--- config.mk ---
export PLATFORM = sky130hd
export DESIGN_NAME = systolic_row_feeder
export DESIGN_NICKNAME = d
export VERILOG_FILES = /design/src/rtl/systolic_row_feeder.sv
export SDC_FILE = /design/constraint.sdc
export NUM_CORES = 1
export LEC_CHECK = 0
export CAP_MARGIN = 15
export CORE_ASPECT_RATIO = 1.5
export CORE_MARGIN = 2
export CORE_UTILIZATION = 31
export DETAILED_ROUTE_END_ITERATION = 16
export PLACE_DENSITY = 0.83
export SETUP_SLACK_MARGIN = 0.02
export SLEW_MARGIN = 40
export SYNTH_ARGS = -nofsm -noshare
export SYNTH_HDL_FRONTEND = slang
export SYNTH_SLANG_ARGS = --single-unit
export TNS_END_PERCENT = 100
--- constraint.sdc ---
create_clock -name clk -period 3.1 [get_ports clk]
set_input_delay 0.465 -clock clk [delete_from_list [all_inputs] [get_ports clk]]
set_output_delay 0.465 -clock clk [all_outputs]
set_load 0.1 [all_outputs]
--- src/rtl/systolic_row_feeder.sv ---
// Pops K_LEN elements from each row FIFO and launches them into the array as a diagonal wavefront.
// Pop-to-operand latency is one cycle; an empty FIFO inside the active mask freezes every lane.
module systolic_row_feeder #(
  parameter int ROWS  = 4,
  parameter int WIDTH = 8,
  parameter int K_LEN = 4
) (
  input  logic                  clk,
  input  logic                  rst,
  input  logic                  start,
  input  logic [ROWS-1:0]       fifo_empty,
  input  logic [ROWS*WIDTH-1:0] fifo_data,
  output logic [ROWS-1:0]       fifo_rd_en,
  output logic [ROWS*WIDTH-1:0] arr_data,
  output logic [ROWS-1:0]       arr_valid,
  output logic                  busy,
  output logic                  done
);

  localparam int TW     = $clog2(K_LEN + ROWS);
  localparam int T_LAST = K_LEN + ROWS - 2;

  typedef enum logic [1:0] {IDLE, RUN, DRAIN} state_t;

  state_t          state_q, state_d;
  logic [TW-1:0]   t_q, t_d;
  logic [ROWS-1:0] arr_valid_q;
  logic [ROWS-1:0] mask;
  logic            stall;

  // Lane r is live while t lies in [r, r+K_LEN): this is what produces the skew.
  always_comb begin
    mask = '0;
    for (int r = 0; r < ROWS; r++) begin
      mask[r] = (int'(t_q) >= r) && (int'(t_q) < r + K_LEN);
    end
  end

  assign stall = |(mask & fifo_empty);

  always_ff @(posedge clk or posedge rst) begin
    if (rst) begin
      state_q     <= IDLE;
      t_q         <= '0;
      arr_valid_q <= '0;
    end else begin
      state_q     <= state_d;
      t_q         <= t_d;
      arr_valid_q <= fifo_rd_en;
    end
  end

  always_comb begin
    state_d = state_q;
    t_d     = t_q;
    case (state_q)
      IDLE: begin
        if (start) begin
          state_d = RUN;
          t_d     = '0;
        end
      end
      RUN: begin
        if (!stall) begin
          if (t_q == TW'(T_LAST)) state_d = DRAIN;
          else                    t_d     = t_q + 1'b1;
        end
      end
      DRAIN:   state_d = IDLE;
      default: state_d = IDLE;
    endcase
  end

  always_comb begin
    fifo_rd_en = '0;
    busy       = 1'b0;
    done       = 1'b0;
    case (state_q)
      RUN: begin
        busy       = 1'b1;
        fifo_rd_en = stall ? '0 : mask;
      end
      DRAIN: begin
        busy = 1'b1;
        done = 1'b1;
      end
      default: ;
    endcase
  end

  assign arr_valid = arr_valid_q;

  // FIFO read data is already registered, so gating it with the delayed enable aligns it.
  always_comb begin
    arr_data = '0;
    for (int r = 0; r < ROWS; r++) begin
      arr_data[r*WIDTH +: WIDTH] = arr_valid_q[r] ? fifo_data[r*WIDTH +: WIDTH] : '0;
    end
  end

endmodule

Yosys cells after proc, flatten, opt, wreduce, memory -nomap -nowiden:

Cells that the tools add are included.

* add/subtract/negate cells: 1
* $mul: 0
* divide/modulo/power cells: 0
* magnitude comparators: 7
* equal/unequal tests: 7
* shift operators: 0
* mux-type cells: 16
* bitwise operators: 1
* reduce and logical (&&, ||, !) cells: 9

Operators with widths (number)
* $mux W8: 4
* $lt A3 B3 Y1 const B: 4
* $mux W3: 3
* $mux W4: 2
* $ne A2 B2 Y1 const B: 4
* $ge A3 B2 Y1 const B: 2
* $mux W2: 3
* $pmux W3 S2: 1
* $and A4 B4 Y4: 1
* $pmux W2 S2: 1
* $reduce_and A4 Y1: 1
* $reduce_or A4 Y1: 1
* $add A3 B1 Y3 const B: 1
* $eq A3 B3 Y1 const B: 1
* $ge A3 B1 Y1 const B: 1
* $logic_and A1 B1 Y1: 3
* $reduce_and A3 Y1: 1
* $eq A2 B1 Y1 const B: 1
* $eq A2 B2 Y1 const B: 1
* $logic_not A2 Y1: 1
* $mux W1: 2
* $reduce_bool A2 Y1: 1
* $reduce_or A2 Y1: 1

* register bits after elaboration: 9
* latch bits: 0
* bits in writable memories: 0
* bits in read-only memories: 0
* output and inout bits: 42
* memories: 0

Logic depth before layout (Yosys ltp):

Gate-level depths: netlist of run 1.

* depth in word-level cells: 6
* gate-level depth with buffers: 6

Worst setup path before layout of run 1:

OpenSTA, ideal clock, no wires.

* kind: flip-flop to output port
* from: register t_q[0]
* to: output fifo_rd_en[1]
* arrival time: 3893 ps
* required time: 2635 ps
* setup slack: -1258 ps
* cell stages (with the launch flop): 7
* path through: dfrtp_1 ha_1 ha_1 a211oi_2 o2111ai_2 or2_2 a211oi_1

* word-level cells in the longest chain between the ends: 6
* elaborated cells on any way between the ends: 14
* classes of those cells: order compare (7); mux (2); bitwise (1); reduce/logical (4)

RTL lines
* from (decl): line 26 `logic [TW-1:0] t_q, t_d;`
* from (signal assigned): line 48 `t_q <= t_d;`
* $ge A3 B1 Y1, or another cell as far along: line 35 `mask[r] = (int'(t_q) >= r) && (int'(t_q) < r + K_LEN);`
* $logic_and A1 B1 Y1: line 35
* $and A4 B4 Y4: line 39 `assign stall = |(mask & fifo_empty);`
* $reduce_or A4 Y1: line 39
* $mux W4 *: line 81 `fifo_rd_en = stall ? '0 : mask;`
* $mux W4 *: line 78 `case (state_q)`
* to (decl): line 13 `output logic [ROWS-1:0] fifo_rd_en,`

Every way passes the cells marked *; elsewhere a longest branch is shown, timed or not.

Worst setup path after layout of run 1:

* from: register t_q[1]
* to: output fifo_rd_en[3]

The elaborated chain is that of the path after synthesis.

==> results by group, run 1 <==
Status
  • Outcome: complete, no violations

STA
  • Slew Limit Fails: 0
  • Worst Max-Slew Pin Slew: 0.600 ns
  • WHS: between 0.4 and 0.5 ns
  • Min setup slack post-route: 0.0762 ns
  • Hold Violations, Final: 0
  • Fin crit period: 3.02 ns
  • F_max: 331 MHz
  • Period utilization: 0.975
  • RSZ-0062 raised after global routing: yes
  • Setup TNS: 0 ns
  • Slew HR: 0.598
  • Setup Skew: approximately 0.0021 ns
  • Final setup viols: 0

Setup path
  • Crit. End Element: output port
  • Crit-path leading delay family: compound AO/OA/AOI/OAI gates
  • WP buf/inv: 1
  • Crit-path max cell delay: between 0.4 and 0.5 ns
  • Reg2Reg Capture Point: t_q[0]
  • Reg2reg start: t_q[1]
  • Critical Path Stages: 7
  • Reg2Reg Depth: 6
  • Setup CP Type: flip-flop to output port
  • Crit-path max FO: 5
  • CP Data Required Time: 2.63 ns
  • Worst-path cell chain: ha_1, ha_1, a211oi_2, o2111ai_2, or2_2, a211oi_2, buf_12
  • Startpoint types: flip-flop
  • R2r setup slk: 0.87 ns
  • Worst setup path startpoint: t_q[1]
  • Setup crit end: fifo_rd_en[3]
  • CP Data Arrival Time: around 2.6 ns
  • Slowest-stage cell, CP: dfrtp_1

GRT
  • GR Util All Layers: 0.207
  • First-pass GRT wire length: about 4600 um
  • Met2 GRT Util: 0.373
  • Vias in the first global route: 1,017
  • Antenna violations before repair: 0
  • Overflow after GRT: 0
  • GRT busiest layer: met2
  • Grt met1 use: 0.203
  • Largest net degree at the start of global routing: 10
  • Met3 Usage GRT: 0.0765

Clock network
  • Number of CTS-inserted buffers: 3
  • Clock sinks: 9
  • Max Root-Sink Buffers: 2
  • CTS tree: yes
  • Worst-Skew Late Latency: 0.29 ns
  • Reg clk slew, reported paths: approximately 0.07 ns
  • Root Buffer: clkbuf_4
  • Hold_buf cts: 0
  • H-tree depth: 1
  • Setup bufs post-CTS: 0

Hold path
  • Min-Delay Path Class: input pin to async pin

Yosys
  • Syn nets: 139
  • Ys Warns: 0
  • Mean Syn Cell Area: roughly 8.9 um^2
  • Synth top area cells: dfrtp_1, and2_1, ha_1
  • Sequential fraction of the synthesis area: 0.281
  • Cell area after synthesis: 802 um^2
  • Area leader, netlist: dfrtp_1
  • Netlist cell types: 26
  • #FFs+latches synth: 9
  • Top cell type's share of synthesized area: 0.281
  • Mapped Cells: 90

Finish
  • Synth-to-layout area growth: 102%
  • Share of cells above drive strength 1: 0.326
  • Final Util: 0.663
  • Number of diodes: 0
  • Fillers: roughly 210
  • Fin nets: 225

Pwr
  • Peak supply drop: 0.000589 V
  • Pwr dens: 895 nW/um^2
  • Cell leakage power: 0.000789 uW

Routing
  • 1st-pass router iterations: 4
  • Routed Antenna Nets: 0
  • Drt via density: 4.92
  • DR WL/cell: ~15 um
  • Via count: 979
  • DRT iter0 DRCs: 9
  • Drt total wl: 2980 um
  • # DRC: 0

Place
  • GPL Wtd Cong: roughly 0.89
  • IO buf count: 80
  • DP HPWL: 2600 um
  • Pre-CTS setup slack: between 0.3 and 0.4 ns

Floorplan
  • Die height: 66.3 um
  • FP Rows: 22
  • Initial Util: 0.327
  • Area of the core: 2450 um^2
  • I/O Pins: just over 80
  • Die area: a little over 3000 um^2
  • DIE WIDTH: 45.5 um

Flow run
  • Max-Cap Viols: 0
==> registers in the layout (all words and copies together) (netlist names) <==
signal	count
arr_valid	4
state_q	2
t_q	3
==> synthesized netlist by cell type <==
library cell,instances
and2_1,32
o22ai_1,1
nor3_1,1
nor4_2,1
ha_1,10
o21a_1,1
dfrtp_1,9
nand4_1,1
a21o_2,1
nand3b_1,1
nor2_1,3
or4_1,1
o21ai_0,2
a21oi_1,1
a311oi_1,1
nand2_1,4
nand2b_1,2
a211oi_1,3
nor2b_1,1
mux2i_1,2
o2111ai_2,1
and2b_2,1
a21bo_2,1
inv_1,7
or2_2,1
a211oi_2,1
==> where the power goes <==
group / internal, uW / switching [uW]
sequential: 150 / 43.6
combinational: 299 / 856
clock: 48.1 / 56.8
==> repair_timing <==
item                                   in CTS  in global routing
endpoints found under the hold margin       0                  0
resized for setup                           0                  1
setup endpoints to repair                   0                  4
==> metrics by stage <==
stage | cell area [um^2] | std cells | total power (uW)
2_1_floorplan | 812 | 90 | 1060
3_3_place_gp | 1600 | 195 | 1340
3_5_place_dp | 1600 | 195 | 1350
4_1_cts | 1620 | 199 | 1450
5_1_grt | 1620 | 199 | 1520
6_report | 1620 | 199 | 1450
==> cells by family (layout without fill, tap and decap cells) <==
logic type,count (synthesis),after routing,synth area share
AOI/OAI and AO/OA,13,13,0.133
adders and majority gates,10,10,0.156
muxes,2,2,0.0250
DFF,9,9,0.281
buffers and inverters,7,92,0.0328
and+or+nand+nor,49,49,0.373
==> worst min path at each step <==
stage / cells after the start / slack, ns / endpoint
global route: 2 / 0.51 / arr_valid[0]
detailed placement: 2 / 0.61 / t_q[1]
finish: 2 / 0.45 / t_q[0]
CTS: 2 / 0.46 / arr_valid[0]
floorplan: 1 / 0.29 / arr_valid[0]
global placement: 2 / 0.57 / state_q[0]
==> cell usage in the layout, fill, tap and decap left out, types with 2 or more instances in the layout <==
| master | Yosys | layout |
|---|---|---|
| a211oi_2 | 1 | 3 |
| and2_1 | 32 | 32 |
| buf_12 | 0 | 4 |
| buf_4 | 0 | 39 |
| clkbuf_4 | 0 | 3 |
| clkdlybuf4s50_1 | 0 | 38 |
| dfrtp_1 | 9 | 8 |
| ha_1 | 10 | 10 |
| inv_1 | 7 | 7 |
| mux2i_1 | 2 | 2 |
| nand2_1 | 4 | 4 |
| nand2b_1 | 2 | 2 |
| nor2_1 | 3 | 3 |
| o21ai_0 | 2 | 2 |
==> area by class of cell <==
class                   instances  area, um^2  area share
well taps                      24        30.0      0.0185
repair buffers                 81         753       0.464
clock inverters                 1        5.00     0.00308
flip-flops and latches          9         226       0.139
inverters                       7        26.3      0.0162
clock buffers                   3        22.5      0.0139
multi-input cells              74         561       0.345
==> worst register-to-register path: cells and delay by family (launching register included) <==
family	cells	cell delay (ns)
AO/OA/AOI/OAI	3	0.75
adder cells (fa/ha/maj)	2	0.40
AND/OR/NAND/NOR	1	0.56
flip-flops	1	0.44
==> routing by layer <==
metal  share of wire  routed length [um]
met2            0.50                1480
met5               0                   0
met3            0.16                 487
met4           0.019                  57
met1            0.32                 955
Note: power is estimated with default switching activity, not from simulation.
==> run 2, diff against run 1 <==
--- a/config.mk
+++ b/config.mk
@@ -8,9 +8,10 @@
 export CAP_MARGIN = 15
 export CORE_ASPECT_RATIO = 1.5
 export CORE_MARGIN = 2
-export CORE_UTILIZATION = 31
+export CORE_UTILIZATION = 32
+export CTS_BUF_LIST = sky130_fd_sc_hd__clkbuf_2 sky130_fd_sc_hd__clkbuf_4 sky130_fd_sc_hd__clkbuf_8
 export DETAILED_ROUTE_END_ITERATION = 16
-export PLACE_DENSITY = 0.83
+export PLACE_DENSITY = 0.85
 export SETUP_SLACK_MARGIN = 0.02
 export SLEW_MARGIN = 40
 export SYNTH_ARGS = -nofsm -noshare
==> results by group, run 2 (synthesis results as in run 1) <==
Status
  • Outcome: complete, no violations

Setup path
  • R2r setup slk: 0.92 ns (+0.05 ns)
  • Setup CP Type: flip-flop to output port
  • Startpoint types: flip-flop
  • Crit. End Element: output port
  • CP Data Arrival Time: 2.46 ns (-0.10 ns)
  • Crit-path max FO: 9 (+4)
  • CP Data Required Time: 2.63 ns (about the same)

Finish
  • Fin nets: 224 (-0.44%)
  • Number of diodes: 0 (unchanged)
  • Fillers: 207 (-2.8%)
  • Synth-to-layout area growth: 106%
  • Largest register FFs: 4 (unchanged)
  • Share of cells above drive strength 1: 0.339 (+0.0134)
  • Most frequent cells in the layout: clkdlybuf4s50_1, buf_4, and2_1

Routing
  • M1 WL: 1030 um (+7.9%)
  • Via count: 964 (-1.5%)
  • Met3 WL: 368 um (-24%)
  • Drt total wl: 2970 um (-0.37%)
  • Routed Antenna Nets: 0 (unchanged)
  • Drt via density: 4.87 (-1.0%)
  • 1st-pass router iterations: 4 (unchanged)
  • Top Layer Used: met4
  • DR WL/cell: 15.0 um (+0.13%)
  • Routed length on met2: 1530 um (+3.2%)
  • # DRC: 0 (unchanged)
  • DRT iter0 DRCs: 5 (-4)

Floorplan
  • Die area: 2930 um^2 (-2.9%)
  • Die height: 65.3 um (-1.5%)
  • Area of the core: 2420 um^2 (-1.1%)
  • I/O Pins: 81 (unchanged)
  • DIE WIDTH: 44.9 um (-1.4%)
  • Initial Util: 0.331 (+0.00372)
  • FP Rows: 22 (unchanged)

Clock network
  • Number of CTS-inserted buffers: 3 (unchanged)
  • Setup bufs post-CTS: 0 (unchanged)
  • CTS tree: yes
  • Clock sinks: 9 (unchanged)
  • Max Root-Sink Buffers: 2 (unchanged)
  • Hold_buf cts: 0 (unchanged)
  • H-tree depth: 1 (unchanged)
  • Root Buffer: clkbuf_4
  • Reg clk slew, reported paths: 0.06 ns (about the same)
  • Worst-Skew Late Latency: 0.27 ns (-0.02 ns)

STA
  • Min setup slack post-route: 0.174 ns (+0.0974 ns)
  • Period utilization: 0.944 (-0.0314)
  • Worst Max-Slew Pin Slew: 0.633 ns (+0.0333 ns)
  • Final setup viols: 0 (unchanged)
  • RSZ-0062 raised after global routing: no
  • Setup Skew: 0.00123 ns (-0.000850 ns)
  • Fin crit period: 2.93 ns (-0.0974 ns)
  • Hold Violations, Final: 0 (unchanged)
  • WHS: 0.477 ns (+0.0295 ns)
  • Slew Limit Fails: 0 (unchanged)
  • F_max: 342 MHz (+3.3%)
  • Setup TNS: 0 ns (unchanged)
  • Slew HR: 0.576 (-0.0223)

GRT
  • Overflow after GRT: 0 (unchanged)
  • Vias in the first global route: 901 (-11%)
  • First-pass GRT wire length: 4440 um (-3.2%)
  • Largest net degree at the start of global routing: 10 (unchanged)
  • Antenna violations before repair: 0 (unchanged)
  • GR Util All Layers: 0.205 (-0.00272)

Place
  • IO buf count: 80 (unchanged)
  • DP HPWL: 2580 um (-0.54%)
  • Pre-CTS setup slack: 0.310 ns (-0.0549 ns)
  • GPL Wtd Cong: 0.935 (+4.7%)

Hold path
  • Min-Delay Path Class: input pin to async pin

Flow run
  • Max-Cap Viols: 0 (unchanged)

Pwr
  • Pwr dens: 895 nW/um^2 (about the same)
  • Peak supply drop: 0.000640 V (+8.6%)
  • Cell leakage power: 0.000788 uW (-0.17%)
-- run 2: worst max-delay path, cell delays in order, from the launching register on --
cell and delay (ns):
dfrtp_2 0.49, ha_1 0.23, ha_1 0.22, a211oi_4 0.24, o2111ai_2 0.21, or2_4 0.34
a211oi_4 0.24, buf_12 0.21
-- run 2: stage by stage --
stage,cells,power [uW],cell area (um^2),util
detailed placement,194,1340,1590,0.655
CTS,198,1450,1620,0.668
finish,198,1480,1650,0.681
floorplan,90,1060,812,-
global route,198,1540,1650,0.681
global placement,194,1330,1590,0.655
-- run 2: power by group --
part | total, uW | switching, uW | internal [uW] | leakage (uW)
Clock | 102 | 43.0 | 58.5 | 0.0000184
Combinational | 1160 | 857 | 308 | 0.000651
Sequential | 211 | 59.7 | 151 | 0.000118
Total | 1480 | 960 | 518 | 0.000788
-- run 2: per-layer routing --
layer | up-vias | GRT usage
li1 | 471 | -
met1 | 424 | 0.228
met2 | 65 | 0.373
met3 | 4 | 0.0357
met4 | 0 | 0.0735
met5 | - | 0
-- run 2: area by class of cell --
| class | count | area [um^2] | share of cell area |
|---|---|---|---|
| Timing Repair Buffer | 80 | 746 | 0.452 |
| Multi-Input combinational cell | 74 | 591 | 0.358 |
| Sequential cell | 9 | 228 | 0.138 |
| Clock buffer | 4 | 30.0 | 0.0182 |
| Inverter | 7 | 26.3 | 0.0159 |
| Tap cell | 24 | 30.0 | 0.0182 |
-- run 2: worst paths after layout --
path	from	endpoint	cells after the start
setup / recovery	t_q[0]	fifo_rd_en[3]	7
hold / removal	rst	arr_valid[2]	2
setup reg to reg	t_q[0]	t_q[0]	6
hold reg to reg	state_q[0]	state_q[0]	2
max in group asynchronous	rst	t_q[2]	2
min in group clk	state_q[0]	state_q[0]	2
-- run 2: what timing repair did --
action                     CTS  global route
pin swaps                    0             1
setup endpoints to repair    2             4
cloned                       0             0
gates resized for setup      0             8
==> patch, RTL diff (config.mk and constraints of run 1) <==
The 3 states of `state_t` get a one-hot encoding in 3 bits.
--- a/src/rtl/systolic_row_feeder.sv
+++ b/src/rtl/systolic_row_feeder.sv
@@ -20,7 +20,7 @@
   localparam int TW     = $clog2(K_LEN + ROWS);
   localparam int T_LAST = K_LEN + ROWS - 2;
 
-  typedef enum logic [1:0] {IDLE, RUN, DRAIN} state_t;
+  typedef enum logic [2:0] {IDLE = 3'b001, RUN = 3'b010, DRAIN = 3'b100} state_t;
 
   state_t          state_q, state_d;
   logic [TW-1:0]   t_q, t_d;
Formal check against the unedited RTL: same outputs for any inputs over 10 cycles, from zero or initial values and one cycle with rst high; not proved beyond that.
==> patch against run 1 <==
Register-to-register slack worse by 0.04 ns; critical path depth stayed put; worst hold slack better by 0.011 ns; synthesized cell count is 2.2% higher; worst setup slack worse by 0.0019 ns; sequential cell count is 1 higher; final area is 0.46% higher; routed wire length is 3.4% lower; count of clock-buffer cells in the layout is 1 higher; cell count is 2.0% higher; global-route usage is 0.37 points higher; synthesized area is 3.6% lower.
Power is not compared: it rests on default switching activity, and its combinational part moved more than twofold at a synthesized area within 25%.
==> patch: results <==
set metrics [dict create \
    outcome "complete, no violations" \
    worstRegToRegCells 7 \
    routedLengthMet1_um 988 \
    first_global_vias 958 \
    grt_pass1_wl_mm 4.58 \
    slew_headroom_pct 73.5 \
    fin_nets 222 \
    r2r-start "t_q[0]$_DFFE_PP0P_" \
    period_minus_slack_ns 3.03 \
    drive_above_1_share_pct 36.3 \
    dp_hpwl_mm 2.44 \
    r2r_slack_ns 0.83 \
    yosys-top-cells-count "and2_1 (32), dfrtp_1 (9), nor2_1 (9)" \
    cp_max_fo 10 \
    synth_nets 134 \
    wl_per_cell_um 14.2 \
    clock_skew_ns 0.00818 \
    r2r_end "arr_valid[3]$_DFF_PP0_" \
    post_synth_num_cell_types 30 \
    synth-seq-area-share_pct 32.5 \
    viasPerCell 4.91 \
    finalWeightedCongestion 0.826 \
    grt_usage_pct 21.1 \
    wl_met3_um 373 \
    wl_met2_mm 1.47 \
    synth_area_leaders "dfrtp_1 (29%), and2_1 (26%), ha_1 (4.9%), nor2_1 (4.4%), dfstp_2 (3.4%)" \
    top_layer "met4" \
    drtIter0Drc 11 \
    dpl-instance-area_sq_mm 0.00157 \
]
==> patch: cell types whose count changed in the layout (fill, tap and decap cells not counted), moves of 2 or more <==
| cell | delta |
|---|---|
| nor2_1 | +5 |
| buf_4 | +6 |
| mux2i_1 | -2 |
| a22oi_1 | +2 |
| inv_1 | -5 |
| o31ai_1 | +2 |
| or2_2 | +2 |
| ha_1 | -8 |
| a211oi_2 | -2 |
==> patch: cell type report <==
type	instances	area [sq um]	share of cell area (%)
tap	24	30.0	1.84
clock buffer	4	26.3	1.61
multi-input combinational	75	513	31.4
sequential	10	253	15.5
timing repair buffer	87	798	48.9
inverter	3	11.3	0.690
==> patch: metrics by stage <==
stage	cells	hold slack, ns
2_1_floorplan	92	0.304
6_report	203	0.458
3_5_place_dp	196	0.538
4_1_cts	201	0.460
3_3_place_gp	196	0.527
5_1_grt	203	0.523
==> patch: logic make-up (layout without fill, tap and decap cells) <==
group / after synthesis / count (layout) / share of synthesized area (%)
simple gates: 56 / 56 / 41.9
flops: 10 / 10 / 32.5
fa+ha+maj: 3 / 3 / 4.85
compound gates: 15 / 15 / 14.2
xor+xnor: 1 / 1 / 1.13
buf+inv: 7 / 94 / 5.34
==> patch: worst max-delay path, cell delays in order (launching register included) <==
cell and delay (ns):
dfrtp_2 0.48, ha_2 0.20, or4_4 0.41, and3_1 0.17, a211o_1 0.24, or2_4 0.27
a311oi_4 0.27, buf_12 0.22
==> patch: routing by layer <==
layer  up-vias  global-route usage (%)
met2        53                    37.7
met4         0                    9.56
met1       453                    22.0
met5         -                       0
met3         3                    5.77
li1        487                       -
==> patch: timing repair <==
item	in CTS	in global routing
setup buffers	1	2
resized for setup	2	2
pin swaps	1	0
endpoints found under the setup margin	3	3
